==> config.mk <==
export PLATFORM = sky130hd
export DESIGN_NAME = spark_servo_pwm_gen
export DESIGN_NICKNAME = d
export VERILOG_FILES = /design/src/rtl/spark_servo_pwm_gen_pkg.sv /design/src/rtl/spark_servo_pwm_gen_us_tick.sv /design/src/rtl/spark_servo_pwm_gen.sv
export SDC_FILE = /design/constraint.sdc
export NUM_CORES = 1
export LEC_CHECK = 0
export ABC_AREA = 1
export BUFFER_PORTS_ARGS = -buffer_cell sky130_fd_sc_hd__buf_4
export CORE_MARGIN = 4
export CORE_UTILIZATION = 50
export DETAILED_ROUTE_END_ITERATION = 12
export PLACE_DENSITY = 0.7
export SLEW_MARGIN = 20
export SYNTH_ARGS = -nofsm -noshare
export SYNTH_HDL_FRONTEND = slang
export SYNTH_SLANG_ARGS = --single-unit
==> constraint.sdc <==
create_clock -name clock -period 6.99 [get_ports clock]
set_input_delay 0.3495 -clock clock [delete_from_list [all_inputs] [get_ports clock]]
set_output_delay 0.3495 -clock clock [all_outputs]
set_load 0.05 [all_outputs]
==> src/rtl/spark_servo_pwm_gen_pkg.sv <==
// Shared types, default timing constants and the ratio-to-pulse-width mapping
// for the Spark servo PWM generator.
package spark_pwm_pkg;

  typedef enum logic [1:0] {
    DISABLED = 2'd0,
    ARM      = 2'd1,
    RUN      = 2'd2
  } state_t;

  localparam int unsigned CLK_TICK_DIV = 27;    // 27 MHz clock -> 1 us tick
  localparam int unsigned NEUTRAL_US   = 1500;
  localparam int unsigned SPAN_DEF_US  = 500;
  localparam int unsigned FRAME_US     = 5000;  // 200 Hz frame
  localparam int unsigned ARM_FRAMES   = 4;

  // Neutral +/- (ratio * span) >> 8, truncating; 255 maps just short of full span.
  function automatic logic [11:0] servo_width(input logic [7:0]  ratio,
                                              input logic        dir,
                                              input int unsigned center,
                                              input int unsigned span);
    logic [17:0] prod;
    logic [11:0] dev;
    prod = 18'(ratio) * 18'(span);
    dev  = 12'(prod[17:8]);
    servo_width = dir ? (12'(center) + dev) : (12'(center) - dev);
  endfunction

endpackage

==> src/rtl/spark_servo_pwm_gen_us_tick.sv <==
// Prescaler producing a one-cycle us_tick every TICK_DIV clocks; clear holds it at phase 0.
module pwm_us_tick
  import spark_pwm_pkg::*;
#(
  parameter int unsigned TICK_DIV = CLK_TICK_DIV
) (
  input  logic clock,
  input  logic reset,
  input  logic clear,
  output logic us_tick
);

  localparam int unsigned   CW   = (TICK_DIV > 1) ? $clog2(TICK_DIV) : 1;
  localparam logic [CW-1:0] LAST = CW'(TICK_DIV - 1);

  logic [CW-1:0] cnt;

  assign us_tick = !clear && (cnt == LAST);

  always_ff @(posedge clock) begin
    if (reset || clear || us_tick) cnt <= '0;
    else                           cnt <= cnt + 1'b1;
  end

endmodule

==> src/rtl/spark_servo_pwm_gen.sv <==
// RC-servo pulse generator: takes PID width commands over an update/done handshake,
// arms with neutral frames after enable, then applies commands on frame boundaries.
module spark_servo_pwm_gen
  import spark_pwm_pkg::*;
#(
  parameter int unsigned TICK_DIV    = CLK_TICK_DIV,
  parameter int unsigned PERIOD_US   = FRAME_US,
  parameter int unsigned CENTER_US   = NEUTRAL_US,
  parameter int unsigned SPAN_US     = SPAN_DEF_US,
  parameter int unsigned ARM_PERIODS = ARM_FRAMES
) (
  input  logic        clock,
  input  logic        reset,
  input  logic        pwm_enable,
  input  logic        pwm_update,
  input  logic [7:0]  pwm_ratio,
  input  logic        pwm_direction,
  output logic        pwm_done,
  output logic        pwm_signal,
  output logic        pwm_armed,
  output logic [11:0] pulse_width_us
);

  localparam logic [11:0] CENTER_W   = 12'(CENTER_US);
  localparam logic [15:0] FRAME_LAST = 16'(PERIOD_US - 1);
  localparam logic [7:0]  ARM_LAST   = 8'(ARM_PERIODS - 1);

  state_t      state, state_next;
  logic [15:0] frame_cnt;
  logic [7:0]  arm_cnt;
  logic [11:0] cmd_width, pending_width, upd_width;
  logic        pending, us_tick, boundary, frame_load;

  pwm_us_tick #(.TICK_DIV(TICK_DIV)) u_tick (
    .clock   (clock),
    .reset   (reset),
    .clear   (state == DISABLED),
    .us_tick (us_tick)
  );

  assign upd_width = servo_width(pwm_ratio, pwm_direction, CENTER_US, SPAN_US);
  assign boundary  = us_tick && (frame_cnt == FRAME_LAST);
  // Boundaries that (re)load the frame width: every RUN boundary and the last ARM one.
  assign frame_load = boundary && pwm_enable &&
                      ((state == RUN) || ((state == ARM) && (arm_cnt == ARM_LAST)));
  assign pwm_armed = (state == RUN);

  always_comb begin
    state_next = state;
    unique case (state)
      DISABLED: if (pwm_enable) state_next = ARM;
      ARM: begin
        if (!pwm_enable)                          state_next = DISABLED;
        else if (boundary && arm_cnt == ARM_LAST) state_next = RUN;
      end
      RUN:     if (!pwm_enable) state_next = DISABLED;
      default: state_next = DISABLED;
    endcase
  end

  always_ff @(posedge clock) begin
    if (reset) begin
      state          <= DISABLED;
      cmd_width      <= CENTER_W;
      pending_width  <= CENTER_W;
      pending        <= 1'b0;
      frame_cnt      <= '0;
      arm_cnt        <= '0;
      pulse_width_us <= CENTER_W;
      pwm_signal     <= 1'b0;
      pwm_done       <= 1'b0;
    end else begin
      state    <= state_next;
      pwm_done <= 1'b0;
      // Gating on pwm_enable drops the pin in the same cycle the disable is sampled.
      pwm_signal <= (state != DISABLED) && pwm_enable &&
                    (frame_cnt < {4'd0, pulse_width_us});

      if (state == DISABLED)
        frame_cnt <= '0;
      else if (us_tick)
        frame_cnt <= (frame_cnt == FRAME_LAST) ? '0 : frame_cnt + 16'd1;

      if (state == DISABLED) begin
        if (pwm_update) begin
          cmd_width <= upd_width;
          pwm_done  <= 1'b1;
        end
        if (pwm_enable) begin
          arm_cnt        <= '0;
          pulse_width_us <= CENTER_W;
        end
      end else if (!pwm_enable) begin
        if (pending) begin
          cmd_width <= pending_width;
          pwm_done  <= 1'b1;
        end
        pending <= 1'b0;
      end else begin
        if (boundary && state == ARM) arm_cnt <= arm_cnt + 8'd1;
        if (frame_load) begin
          if (pending) begin
            pulse_width_us <= pending_width;
            cmd_width      <= pending_width;
            pwm_done       <= 1'b1;
          end else begin
            pulse_width_us <= cmd_width;
          end
        end
        // An update coinciding with a load is held for the following boundary.
        if (pwm_update) begin
          pending_width <= upd_width;
          pending       <= 1'b1;
        end else if (frame_load) begin
          pending <= 1'b0;
        end
      end
    end
  end

endmodule

==> summary.md, run 1 <==
| Metric | Value |
|---|---|
| Max IR drop VDD | `around 0.00018 V` |
| Cells after DPL | `about 860` |
| Row count | `36` |
| Outcome | `complete, no violations` |
| Area leader, netlist | `dfxtp_1` |
| Max FO, Critical Path | `5` |
| Count of unique library cells instantiated by Yosys | `44` |
| WP data arrival | `4440 ps` |
| CP Launch Type | `input pin` |
| Via count | `roughly 4600` |
| Nets@finish | `a little over 800` |
| Post-synthesis sequential area ratio | `26.7%` |
| Avg Cell Area, Syn | `between 7 and 8 µm²` |
| Most frequent cells in the layout | `147 x nand2_1, 119 x inv_1, 69 x dfxtp_1` |
| Synth top area share | `between 20% and 30%` |
| Crit path time final | `approximately 4200 ps` |
| RR Endpoint | `pulse_width_us[9]` |
| Asr flop ratio synth | `0%` |
| I/O pin count | `28` |
| Vias in the first global route | `about 4500` |
| Hold path endpoint | `state[1]` |
| P per Cell Area | `roughly 320 nW/µm²` |
| Max Transition Viols Final | `0` |
| Postcts setup bufs | `0` |
| Dpl hpwl | `8.86 mm` |
| Crit. End Element | `register` |
| Setup TNS | `0 ps` |
| Cell Area, Synth | `between 5000 and 6000 µm²` |
| Pin count of the biggest net entering global routing | `28` |
| Hold_sp | `pwm_enable` |
| Share of layout cells above drive strength 1 | `~11%` |
| Crit path required time | `7240 ps` |
| RSZ-0062 raised after global routing | `no` |
| Number of buffers created by CTS | `9` |
| Ys Warns | `0` |
| Gr usage total | `20.2%` |
| Ys flop type | `dfxtp_1` |
| Die Y | `between 100 and 150 µm` |
| Hold Crit Class | `in2reg` |
| Post-DR vias/cell | `5.19` |
| Hold-critical path depth | `3` |
| Port Buffers | `27` |
| Setup violators final | `0` |
| DRC | `0` |
| R2R cell count | `13` |
| Synth Register Bits | `a little under 70` |
| Max cap viols | `0` |
| Fin crit share | `roughly three fifths` |
| Worst slew pin tran | `between 600 and 700 ps` |
| Final Non-Filler Cells | `between 800 and 900` |
| Top post-synthesis cells by area | `dfxtp_1 27%, ha_1 12%, nand2_1 11%, inv_1 8.6%, fa_1 8.1%` |
| Initial core utilization | `between 50% and 60%` |
| DRT antenna net count | `0` |
| R2r startpoint | `u_tick.cnt[0]` |
| Post-Route WL | `11.2 mm` |
| Initial antenna violation count | `0` |
| Cts repair resizes | `0` |
| Net Count, Synth | `804` |
| Clock sink count | `69` |
| Layout area overhead | `9.51%` |
| Initial DRC count | `298` |
| TritonCTS clock tree | `built` |
| Remaining Overflow, GRT | `0` |
| FF-to-FF setup slack | `roughly 4700 ps` |
| Count of final hold-check violations | `0` |
| DRT Pass-1 Iters | `6` |
| H-tree Lvls | `3` |
| Gate Count Post-Synth | `about 720` |
| Core box area | `just under 10000 µm²` |
| DIE AREA | `about 12000 µm²` |
| Root Buffer | `clkbuf_8` |
| First-pass GRT wire length | `19.7 mm` |
| Ant. Diodes | `0` |
| Leak | `2.69 nW` |
| Final Skew | `15.2 ps` |
| Die W | `between 100 and 150 µm` |
| Number of synthesized flops with an enable pin | `0` |
| Worst-skew pair later-pin latency | `between 300 and 400 ps` |
| Slew HR | `about three fifths` |
| GPL Wtd Cong | `0.915` |
| Worst Path Class, Setup | `in2reg` |
| Max Freq | `roughly 0.24 GHz` |
| WL per Instance | `about 13 µm` |
| Worst-path clk slew | `roughly 80 ps` |
| Clk buf depth | `2` |
| Crit path from | `pwm_ratio[3]` |
| Most common cell after layout, fill and taps aside | `nand2_1` |
| Hold_buf cts | `0` |
-- cells by family (layout without fill, tap and decap cells) --
kind of cell / count (synthesis) / in the layout / share of synthesized area [%]
AND/OR/NAND/NOR: 294 / 294 / 25.5
AO/OA/AOI/OAI: 130 / 130 / 14.6
XOR/XNOR: 11 / 11 / 2.01
adder cells (fa/ha/maj): 72 / 72 / 20.5
flip-flops: 69 / 69 / 26.7
buffers and inverters: 143 / 170 / 10.7
-- where the power goes --
group          total, mW  internal, mW  leakage (nW)  switching, mW
sequential         0.437         0.421         0.563         0.0159
clock              0.331         0.166        0.0996          0.165
combinational       1.07         0.367          2.03          0.701
total               1.84         0.954          2.69          0.882
-- state kept, by name, indices dropped and copies added, names as in the netlist --
signal / flops
u_tick.cnt: 5
cmd_width: 12
pending_width: 11
pulse_width_us: 12
arm_cnt: 8
frame_cnt: 16
pwm_done: 1
pwm_signal: 1
state: 2
pending: 1
-- metrics by stage --
step | setup WS (ps) | instance area (µm²) | hold slack (ps) | total power [mW] | util, %
finish | 2790 | 5660 | 300 | 1.84 | 57.1
global route | 2410 | 5660 | 318 | 2.04 | 57.1
CTS | 2810 | 5660 | 293 | 1.84 | 57.1
detailed placement | 2450 | 5460 | 435 | 1.50 | 55.1
global placement | 2510 | 5460 | 434 | 1.48 | 55.1
floorplan | 2830 | 5170 | 414 | 1.30 | -
-- how the worst max path moves through the flow --
| stage | end | slack [ps] | cells past startpoint |
|---|---|---|---|
| global placement | cmd_width[8] | 2510 | 23 |
| floorplan | cmd_width[8] | 2830 | 22 |
| detailed placement | cmd_width[7] | 2450 | 24 |
| CTS | cmd_width[7] | 2810 | 24 |
| finish | cmd_width[7] | 2790 | 24 |
| global route | cmd_width[8] | 2410 | 24 |
-- worst max-delay path, stage by stage --
cell	delay [ps]
buf_4	130
inv_1	160
fa_1	460
fa_1	540
fa_1	440
fa_1	510
inv_1	40
ha_1	360
a21oi_2	240
nor2_1	90
nor2_1	130
nand2_1	70
nand2_1	60
nand2_1	100
inv_1	90
nand2_1	80
nand2_2	100
nand2_1	50
nand2_1	70
nand2_1	50
nand2_1	70
nand3_1	110
nand2_1	80
nand2_1	40
-- synth_stat cells (2+ instances only) --
master,n
a31oi_1,3
xnor2_1,5
nor4_1,3
a211oi_1,3
ha_1,51
inv_1,119
nand3_1,46
nor3_2,3
dfxtp_1,69
o21ai_1,12
o21ai_0,39
nand2_2,8
fa_1,21
nand2_4,2
buf_2,3
buf_6,2
inv_2,7
clkbuf_1,10
nand2_1,147
nand4_1,10
buf_1,2
a21oi_1,49
nor3b_1,3
o21bai_1,3
nor2_4,2
nor2_1,48
o211ai_1,8
a21oi_2,3
xor2_1,5
nor3_1,15
nor2_2,5
-- area by class of cell --
class	instances	area, µm²
clock inverters	7	73.8
multi-input cells	507	3230
flip-flops and latches	69	1380
repair buffers	28	210
well taps	133	166
clock buffers	9	124
fillers	944	4250
inverters	126	473
-- metal layers --
| metal | part of all wire [%] | GRT usage (%) | vias up |
|---|---|---|---|
| met3 | 3.8 | 4.46 | 11 |
| met1 | 47 | 25.8 | 2100 |
| met4 | 1.0 | 5.34 | 0 |
| met5 | 0 | 0 | - |
| met2 | 48 | 34.4 | 79 |
| li1 | - | - | 2376 |
No activity file was read; power rests on OpenSTA's default activity.
==> inputs of run 2 (changes only) <==
--- a/config.mk
+++ b/config.mk
@@ -10,7 +10,7 @@
 export CORE_MARGIN = 4
 export CORE_UTILIZATION = 50
 export DETAILED_ROUTE_END_ITERATION = 12
-export PLACE_DENSITY = 0.7
+export PLACE_DENSITY = 0.73
 export SLEW_MARGIN = 20
 export SYNTH_ARGS = -nofsm -noshare
 export SYNTH_HDL_FRONTEND = slang
==> constraint.sdc (replaced) <==
create_clock -name clock -period 3.7 [get_ports clock]
set_input_delay 0.185 -clock clock [delete_from_list [all_inputs] [get_ports clock]]
set_output_delay 0.185 -clock clock [all_outputs]
set_load 0.05 [all_outputs]
==> summary.md, run 2 (synthesis gave the netlist of run 1 again) <==
| Metric | Value |
|---|---|
| Post-Route WL | `12.3 mm (+9.8%)` |
| Worst-skew pair later-pin latency | `350 ps (about the same)` |
| DRT antenna net count | `0 (unchanged)` |
| Worst Path Class, Setup | `in2reg` |
| Crit. End Element | `register` |
| CP Launch Type | `input pin` |
| R2r startpoint | `state[0]` |
| Outcome | `finished, violations left` |
| Top Registers | `frame_cnt (16), cmd_width (12), pulse_width_us (12)` |
| Die Y | `110 µm (unchanged)` |
| Dpl hpwl | `9.64 mm (+8.8%)` |
| Port Buffers | `27 (unchanged)` |
| Clock sink count | `69 (unchanged)` |
| Max cap viols | `0 (unchanged)` |
| Most frequent cells in the layout | `127 x nand2_1, 114 x inv_1, 70 x buf_4` |
| Clk buf depth | `2 (unchanged)` |
| WL per Instance | `13.3 µm (+4.7%)` |
| H-tree Lvls | `3 (unchanged)` |
| First-pass GRT wire length | `21.1 mm (+7.0%)` |
| Fillers | `841 (-11%)` |
| Row count | `36 (unchanged)` |
| WP data arrival | `4130 ps (-310 ps)` |
| Core box area | `9910 µm² (unchanged)` |
| End of the critical path | `cmd_width[3]` |
| Pin count of the biggest net entering global routing | `28 (unchanged)` |
| Max IR drop VDD | `0.000431 V (+140%)` |
| Crit path time final | `slightly below 4000 ps` |
| Final Skew | `19.6 ps (+4.34 ps)` |
| Failing checks | `setup timing` |
| Nets@finish | `870 (+5.3%)` |
| DRC | `0 (unchanged)` |
| Most common cell after layout, fill and taps aside | `nand2_1` |
| R2R cell count | `8 (-5)` |
| Hold Crit Class | `in2reg` |
| Smallest setup slack after layout | `-197 ps (-2990 ps)` |
| Via count | `4850 (+6.2%)` |
| Count of final hold-check violations | `0 (unchanged)` |
| DP Worst Slack | `-515 ps (-2960 ps)` |
| GPL Wtd Cong | `0.884 (-3.4%)` |
| TritonCTS clock tree | `built` |
| Number of buffers created by CTS | `9 (unchanged)` |
| Top reg by flops | `frame_cnt` |
| I/O pin count | `28 (unchanged)` |
| Number of flip-flops under the largest register name | `16 (unchanged)` |
| RSZ-0062 raised after global routing | `yes` |
| FF-to-FF setup slack | `1400 ps (-3330 ps)` |
| DIE AREA | `12000 µm² (unchanged)` |
| Hold_sp | `pwm_enable` |
| RR Endpoint | `pending_width[9]` |
| Multi-input gate area | `3460 µm² (+6.9%)` |
| Leak | `2.91 nW (+8.2%)` |
| Worst-path clk slew | `90 ps (about the same)` |
| DRT Pass-1 Iters | `7 (+1)` |
| Worst slew pin tran | `654 ps (+27.6 ps)` |
| Slew HR | `56.4% (-1.9 points)` |
| Ant. Diodes | `0 (unchanged)` |
| Gr usage total | `21.6% (+1.4 points)` |
| Initial core utilization | `52.2% (unchanged)` |
| Crit path required time | `3940 ps (-3300 ps)` |
| Layout area overhead | `20.3%` |
| Final core area utilization | `62.8% (+5.6 points)` |
| Initial DRC count | `391 (+31%)` |
| Post-DR vias/cell | `5.26 (+1.3%)` |
| Remaining Overflow, GRT | `0 (unchanged)` |
| Crit path from | `pwm_ratio[2]` |
| Register area | `1380 µm² (unchanged)` |
| Vias in the first global route | `4769 (+5.0%)` |
| Hold-critical path depth | `3 (unchanged)` |
| Root Buffer | `clkbuf_8` |
| Max Freq | `0.257 GHz` |
| Share of layout cells above drive strength 1 | `21.5% (+11 points)` |
| Fin crit share | `105%` |
| P per Cell Area | `723 nW/µm² (+120%)` |
| Hold_buf cts | `0 (unchanged)` |
| Setup violators final | `17 (+17)` |
| Max FO, Critical Path | `6 (+1)` |
| Die W | `110 µm (unchanged)` |
| Max Transition Viols Final | `0 (unchanged)` |
| Initial antenna violation count | `0 (unchanged)` |
| Total power | `4.50 mW (+150%)` |
[run 2: area by class of cell]
cell class	instances	area share, %
clock buffer	9	1.99
clock inverter	6	1.03
inverter	126	7.66
multi-input combinational	507	55.6
sequential	69	22.2
tap	133	2.67
timing repair buffer	72	8.87
[run 2: what timing repair did]
item / in CTS / in global routing
cloned: 0 / 0
setup endpoints to repair: 15 / 20
buffers inserted: 1 / 4
pin swaps: 10 / 25
gates resized for setup: 10 / 41
[run 2: worst min path at each step]
stage / endpoint / slack (ps)
after floorplan: state[1] / 320
after global placement: frame_cnt[15] / 430
after detailed placement: frame_cnt[15] / 430
after CTS: state[1] / 150
after global routing: pwm_signal / 170
final: state[1] / 160
[run 2: worst max-delay path, stage by stage]
cell and delay [ps]:
buf_8 100, fa_1 560, inv_2 50, fa_1 480, fa_1 570, inv_2 40
fa_2 580, ha_4 220, nand2_2 60, nand2_2 70, a21oi_2 190, nand2_2 100
nand2_2 90, nand2_4 70, buf_4 140, xor2_1 150, o21ai_1 210, nand2_1 100
nand3_1 100, nand2_1 50
[run 2: metrics by stage]
stage | instances | hold WS, ps | area [µm²] | TNS [ps]
2_1_floorplan | 719 | 318 | 5230 | -860
3_3_place_gp | 902 | 431 | 5810 | -6290
3_5_place_dp | 902 | 431 | 5810 | -8160
4_1_cts | 918 | 151 | 6050 | -54.0
5_1_grt | 922 | 175 | 6220 | -5170
6_report | 922 | 158 | 6220 | -2040
[run 2: power by group]
part / switching (mW) / internal, mW
Combinational: 1.71 / 1.36
Clock: 0.298 / 0.308
Sequential: 0.0296 / 0.796
Total: 2.04 / 2.46
[run 2: layer usage]
metal	GRT usage [%]	wire, µm	share of wire, %	vias up
met4	7.84	235	1.9	0
met3	3.23	570	4.6	30
li1	-	-	-	2459
met2	36.7	5870	48	137
met5	0	0	0	-
met1	27.8	5630	46	2224
